`config.mk`:
```
export PLATFORM = sky130hd
export DESIGN_NAME = ram_burst_reader
export DESIGN_NICKNAME = d
export VERILOG_FILES = /design/src/rtl/ram_burst_reader_pkg.sv /design/src/rtl/ram_burst_reader_sync_fifo2.sv /design/src/rtl/ram_burst_reader.sv
export SDC_FILE = /design/constraint.sdc
export NUM_CORES = 1
export LEC_CHECK = 0
export CAP_MARGIN = 0
export CORE_UTILIZATION = 45
export DETAILED_ROUTE_END_ITERATION = 7
export GPL_ROUTABILITY_DRIVEN = 0
export MAX_ROUTING_LAYER = met4
export PLACE_DENSITY = 0.74
export RECOVER_POWER = 50
export SLEW_MARGIN = 20
export SYNTH_ARGS = -nofsm -noshare
export SYNTH_HDL_FRONTEND = slang
export SYNTH_SLANG_ARGS = --single-unit
```
`constraint.sdc`:
```
create_clock -name clk -period 2.58 [get_ports clk]
set_clock_uncertainty 0.15 [all_clocks]
set_input_delay 0.387 -clock clk [delete_from_list [all_inputs] [get_ports clk]]
set_output_delay 0.387 -clock clk [all_outputs]
set_load 0.01 [all_outputs]
```
`src/rtl/ram_burst_reader_pkg.sv`:
```
// Shared widths, depth and controller state encoding for the RAM burst reader.
package ram_burst_reader_pkg;

    localparam int RAM_AW    = 6;
    localparam int RAM_DW    = 8;
    localparam int RAM_DEPTH = 64;
    localparam int LEN_W     = 7;

    typedef enum logic [1:0] {
        ST_IDLE,
        ST_READ,
        ST_DRAIN,
        ST_DONE
    } state_e;

    // Any length with the MSB set means a full-RAM burst.
    function automatic logic [LEN_W-1:0] sat_len(input logic [LEN_W-1:0] l);
        return l[LEN_W-1] ? LEN_W'(RAM_DEPTH) : l;
    endfunction

endpackage

```
`src/rtl/ram_burst_reader_sync_fifo2.sv`:
```
// Two-entry fall-through FIFO: an empty FIFO presents the incoming word on the
// same cycle, so a 1-cycle RAM read can stream out with no extra latency.
module sync_fifo2 #(
    parameter int DW = 8
) (
    input  logic          clk,
    input  logic          rst,
    input  logic          in_valid,
    output logic          in_ready,
    input  logic [DW-1:0] in_data,
    output logic          out_valid,
    input  logic          out_ready,
    output logic [DW-1:0] out_data,
    output logic [1:0]    count
);

    logic [1:0][DW-1:0] mem_q, mem_d;
    logic [1:0]         count_q, count_d;
    logic               wr_ptr_q, wr_ptr_d;
    logic               rd_ptr_q, rd_ptr_d;
    logic               empty, push, pop, store, deq;

    assign empty     = (count_q == 2'd0);
    assign out_valid = !empty || in_valid;
    assign out_data  = empty ? in_data : mem_q[rd_ptr_q];
    assign in_ready  = (count_q != 2'd2) || out_ready;
    assign count     = count_q;

    assign push  = in_valid && in_ready;
    assign pop   = out_valid && out_ready;
    // A word that arrives into an empty FIFO and leaves at once is never stored.
    assign store = push && !(empty && pop);
    assign deq   = pop && !empty;

    always_comb begin
        mem_d    = mem_q;
        wr_ptr_d = wr_ptr_q;
        rd_ptr_d = rd_ptr_q;
        if (store) begin
            mem_d[wr_ptr_q] = in_data;
            wr_ptr_d        = ~wr_ptr_q;
        end
        if (deq) begin
            rd_ptr_d = ~rd_ptr_q;
        end
        count_d = count_q + {1'b0, store} - {1'b0, deq};
    end

    always_ff @(posedge clk) begin
        if (rst) begin
            mem_q    <= '0;
            count_q  <= 2'd0;
            wr_ptr_q <= 1'b0;
            rd_ptr_q <= 1'b0;
        end else begin
            mem_q    <= mem_d;
            count_q  <= count_d;
            wr_ptr_q <= wr_ptr_d;
            rd_ptr_q <= rd_ptr_d;
        end
    end

endmodule

```
`src/rtl/ram_burst_reader.sv`:
```
// Reads a burst of consecutive (wrapping) RAM words and streams them out with
// valid/ready flow control, never holding more than two words in flight.
module ram_burst_reader
    import ram_burst_reader_pkg::*;
(
    input  logic              clk,
    input  logic              rst,
    input  logic              start,
    input  logic [RAM_AW-1:0] base_addr,
    input  logic [LEN_W-1:0]  len,
    output logic [RAM_AW-1:0] ram_addr,
    output logic              ram_we,
    input  logic [RAM_DW-1:0] ram_data,
    output logic [RAM_DW-1:0] out_data,
    output logic              out_valid,
    input  logic              out_ready,
    output logic              out_last,
    output logic              busy,
    output logic              done
);

    state_e            state_q, state_d;
    logic [RAM_AW-1:0] addr_q, addr_d;
    logic [LEN_W-1:0]  len_q, len_d;
    logic [LEN_W-1:0]  rd_cnt_q, rd_cnt_d;
    logic [LEN_W-1:0]  beat_cnt_q, beat_cnt_d;
    logic              inflight_q, inflight_d;

    logic [1:0]        fifo_count;
    logic              fifo_in_ready;
    logic              xfer, issue;
    logic [2:0]        occ;

    sync_fifo2 #(.DW(RAM_DW)) u_fifo (
        .clk       (clk),
        .rst       (rst),
        .in_valid  (inflight_q),
        .in_ready  (fifo_in_ready),
        .in_data   (ram_data),
        .out_valid (out_valid),
        .out_ready (out_ready),
        .out_data  (out_data),
        .count     (fifo_count)
    );

    assign xfer = out_valid && out_ready;
    assign occ  = {1'b0, fifo_count} + {2'b0, inflight_q};
    // Buffered plus in-flight words, net of the beat leaving now, must stay below 2.
    assign issue = (state_q == ST_READ) && fifo_in_ready && (occ < (3'd2 + {2'b0, xfer}));

    assign ram_addr = addr_q;
    assign ram_we   = 1'b0;
    assign out_last = out_valid && (beat_cnt_q == len_q - LEN_W'(1));
    assign busy     = (state_q != ST_IDLE);
    assign done     = (state_q == ST_DONE);

    always_comb begin
        state_d    = state_q;
        addr_d     = addr_q;
        len_d      = len_q;
        rd_cnt_d   = rd_cnt_q;
        beat_cnt_d = beat_cnt_q;
        inflight_d = issue;

        if (xfer) begin
            beat_cnt_d = beat_cnt_q + LEN_W'(1);
        end
        if (issue) begin
            addr_d   = addr_q + RAM_AW'(1);
            rd_cnt_d = rd_cnt_q + LEN_W'(1);
        end

        case (state_q)
            ST_IDLE: begin
                if (start) begin
                    len_d      = sat_len(len);
                    rd_cnt_d   = '0;
                    beat_cnt_d = '0;
                    if (len == '0) begin
                        state_d = ST_DONE;
                    end else begin
                        state_d = ST_READ;
                        addr_d  = base_addr;
                    end
                end
            end
            ST_READ: begin
                if (issue && (rd_cnt_q == len_q - LEN_W'(1))) begin
                    state_d = ST_DRAIN;
                end
            end
            ST_DRAIN: begin
                if (xfer && out_last) begin
                    state_d = ST_DONE;
                end
            end
            ST_DONE: begin
                state_d = ST_IDLE;
            end
            default: begin
                state_d = ST_IDLE;
            end
        endcase
    end

    always_ff @(posedge clk) begin
        if (rst) begin
            state_q    <= ST_IDLE;
            addr_q     <= '0;
            len_q      <= '0;
            rd_cnt_q   <= '0;
            beat_cnt_q <= '0;
            inflight_q <= 1'b0;
        end else begin
            state_q    <= state_d;
            addr_q     <= addr_d;
            len_q      <= len_d;
            rd_cnt_q   <= rd_cnt_d;
            beat_cnt_q <= beat_cnt_d;
            inflight_q <= inflight_d;
        end
    end

endmodule

```
==> impl_results.md, run 1 <==
- WP buf/inv: 2
- Fin Hold WS: 0.342 ns
- Vias in the first global route: 2206
- Count of final hold-check violations: 0
- VDD IR max: 0.000453 V
- Ranking of synthesized cells by area: dfxtp_1 (36%), mux2i_1 (8.9%), nor2_1 (6.5%)
- Reg2Reg Setup Slack: 0.19 ns
- Slowest cell on crit path: or4_4
- Area fraction of the dominant cell type after synthesis: 0.355
- Nets: 410
- Unrepaired setup endpoints after global routing: no
- Crit-path max FO: 4
- CTS Buf Count: 5
- Met1 wire length: 2970 um
- Drt first-iter violations: 133
- Mapped Avg Cell Area: 8.80 um^2
- Slew margin rel.: 0.535
- Starting Density: 0.470
- CTS Sinks: 50
- PortBufs: 42
- DRT Pass-1 Iters: 4
- Wire length on met3: 229 um
- Max frequency: 405 MHz
- Fin crit period: 2.47 ns
- DRC errors left: 0
- Most common cell after layout, fill and taps aside: nor2_1
- Grt total ovfl: 0
- Top FF cell, synth: dfxtp_1
- Mapped Nets: 358
- Flops & latches, synth: 50
- IO Count: 44
- CP top delay family: simple AND/OR/NAND/NOR gates
- Seq/Total Area, Yosys: 0.355
- Most frequent cells in the layout: nor2_1 (49), dfxtp_1 (48), clkdlybuf4s50_1 (34)
- Die Height: 81.1 um
- HP Class: register to register
- Startpoint types: register
- Layout area overhead: 23.2%
- Fill count: 551
- CTS Hold Buffers Added: 0
- Crit end category: primary output
- Post-DR wirelength/cell: 13.3 um
- Die area: 0.00658 mm^2
- CTS tree: done
- Critical path arrival: 1.93 ns
- Count of final max-slew check failures: 0
- Max Buffers Root-to-Sink: 2
- DP Wirelength: 4430 um
- Post-route ant nets: 0
- Area of the multi-input gates: 0.00168 mm^2
- Final setup fails: 0
- Die X: 81.1 um
- Routed wire length on met2: 2580 um
- Max stage delay on crit path: 0.55 ns
- Total number of vias: 2320
- Yosys cell types: 54
- Total GRT Usage: 0.200
- Pin slew with the least headroom to its limit: 0.698 ns
- Post-synth EDFFs: 0
- Clock latency on the worst-skew pair: 0.32 ns
- FF+latch area: 0.00100 mm^2
- Largest area contributor in the netlist: dfxtp_1
- Clock slew at reported path FFs: 0.10 ns
- Largest net degree at the start of global routing: 28
- Root Buffer: clkbuf_8
- Syn Std Cell Area: 0.00282 mm^2
- Max-Cap Viols: 0
- Diode count: 0
- FFs w/ async S/R, synth: 0
- H-tree level count: 2
- Pwr/cell area: 832 mW/mm^2
- Num rows: 28
- Initial antenna violation count: 0
- Status: complete, no violations
- Highest routed layer: met4
- Critical-path cell list: buf_4 -> or4_4 -> nor2_1 -> xnor2_1 -> and4b_1 -> buf_2
- Final wirelength: 5950 um
- Fin crit share: 0.958
- Layout cells sized above 1: 0.110
- Overall power: 2.89 mW
- First-pass GRT wire length: 9830 um
- Placeable Area: 0.00599 mm^2
- Drt via density: 5.18
- Yosys warns: 0
- Leakage: 1.47 nW
- # Post-CTS Setup Buffers: 0
- Cells after synthesis: 320
- WP data required: 2.04 ns
- Worst setup path class: register to primary output
## path summary, 6_finish.rpt
| check | start | to | cells past startpoint |
|---|---|---|---|
| max reg2reg | inflight_q | rd_cnt_q[6] | 8 |
| max | len_q[0] | out_last | 6 |
| min reg2reg | u_fifo.wr_ptr_q | u_fifo.wr_ptr_q | 2 |
| min | u_fifo.wr_ptr_q | u_fifo.wr_ptr_q | 2 |
## state kept, by name (all words and copies together) (netlist names)
name and cells:
u_fifo.wr_ptr_q 1, len_q 7, u_fifo.rd_ptr_q 1, inflight_q 1
state_q 2, u_fifo.count 2, rd_cnt_q 7, u_fifo.mem_q 16
beat_cnt_q 7, ram_addr 6
## power by group
part           total, mW  switching [mW]  internal, mW
combinational       1.37           0.670         0.704
sequential          1.01           0.131         0.882
clock              0.499           0.298         0.202
total               2.89            1.10          1.79
## synthesized netlist by cell type (2+ instances only)
master and number:
dfxtp_1 50, nand2b_1 4, and2_1 4, mux2i_1 25
nand4_1 8, clkbuf_8 2, nand3_1 6, a211oi_1 5
buf_4 2, a22o_1 4, or3_1 2, and3_2 2
nand2_1 16, nor3_1 8, o21ai_0 6, o21bai_1 2
inv_1 11, clkbuf_1 10, nor4_1 3, a21oi_1 16
a221oi_1 3, and3_1 4, xor2_1 17, buf_6 3
ha_1 13, nor2_1 49, xnor2_1 18
## worst min-delay path: stages (launching register included)
cell and delay (ns):
dfxtp_1 0.33, nand2b_1 0.07, a21oi_1 0.06
## logic make-up (layout without fill, tap and decap cells)
group	Yosys count	in the layout	synth area share
AND/OR/NAND/NOR	118	118	0.208
flip-flops	50	50	0.355
AO/OA/AOI/OAI	48	48	0.122
XOR/XNOR	35	35	0.109
buffers and inverters	30	83	0.0582
multiplexers	25	25	0.0888
adder cells (fa/ha/maj)	13	13	0.0578
other	1	1	0.00133
## stage by stage
stage | instances | cell area, um^2 | setup TNS (ns) | util | setup slack, ns
2_1_floorplan | 320 | 2820 | 0 | - | 0.218
3_3_place_gp | 440 | 3370 | -0.166 | 0.563 | -0.164
3_5_place_dp | 440 | 3370 | -0.282 | 0.563 | -0.198
4_1_cts | 448 | 3470 | 0 | 0.580 | 0.0615
5_1_grt | 448 | 3470 | 0 | 0.579 | 0.00276
6_report | 448 | 3470 | 0 | 0.579 | 0.110
## routing by layer
layer,up-vias,track usage
li1,1201,-
met1,1060,0.264
met2,46,0.301
met3,13,0.0382
met4,0,0.0786
met5,-,-
## area by class of cell
class	count	share of cell area
Clock buffer	5	0.0198
Clock inverter	3	0.00829
Inverter	11	0.0119
Multi-Input combinational cell	240	0.483
Sequential cell	50	0.289
Tap cell	75	0.0270
Timing Repair Buffer	64	0.161
## repair_timing
item,in CTS,in global routing
resized for setup,7,3
endpoints found under the setup margin,1,4
pin swaps,1,2
(Power assumes the default switching activity.)
==> inputs of run 2 (changes only) <==
--- a/config.mk
+++ b/config.mk
@@ -9,6 +9,7 @@
 export CORE_UTILIZATION = 45
 export DETAILED_ROUTE_END_ITERATION = 7
 export GPL_ROUTABILITY_DRIVEN = 0
+export HOLD_SLACK_MARGIN = 0.03
 export MAX_ROUTING_LAYER = met4
 export PLACE_DENSITY = 0.74
 export RECOVER_POWER = 50
==> results of run 2 <==
Same layout as run 1: the final DEF is identical, and so are final timing and power.
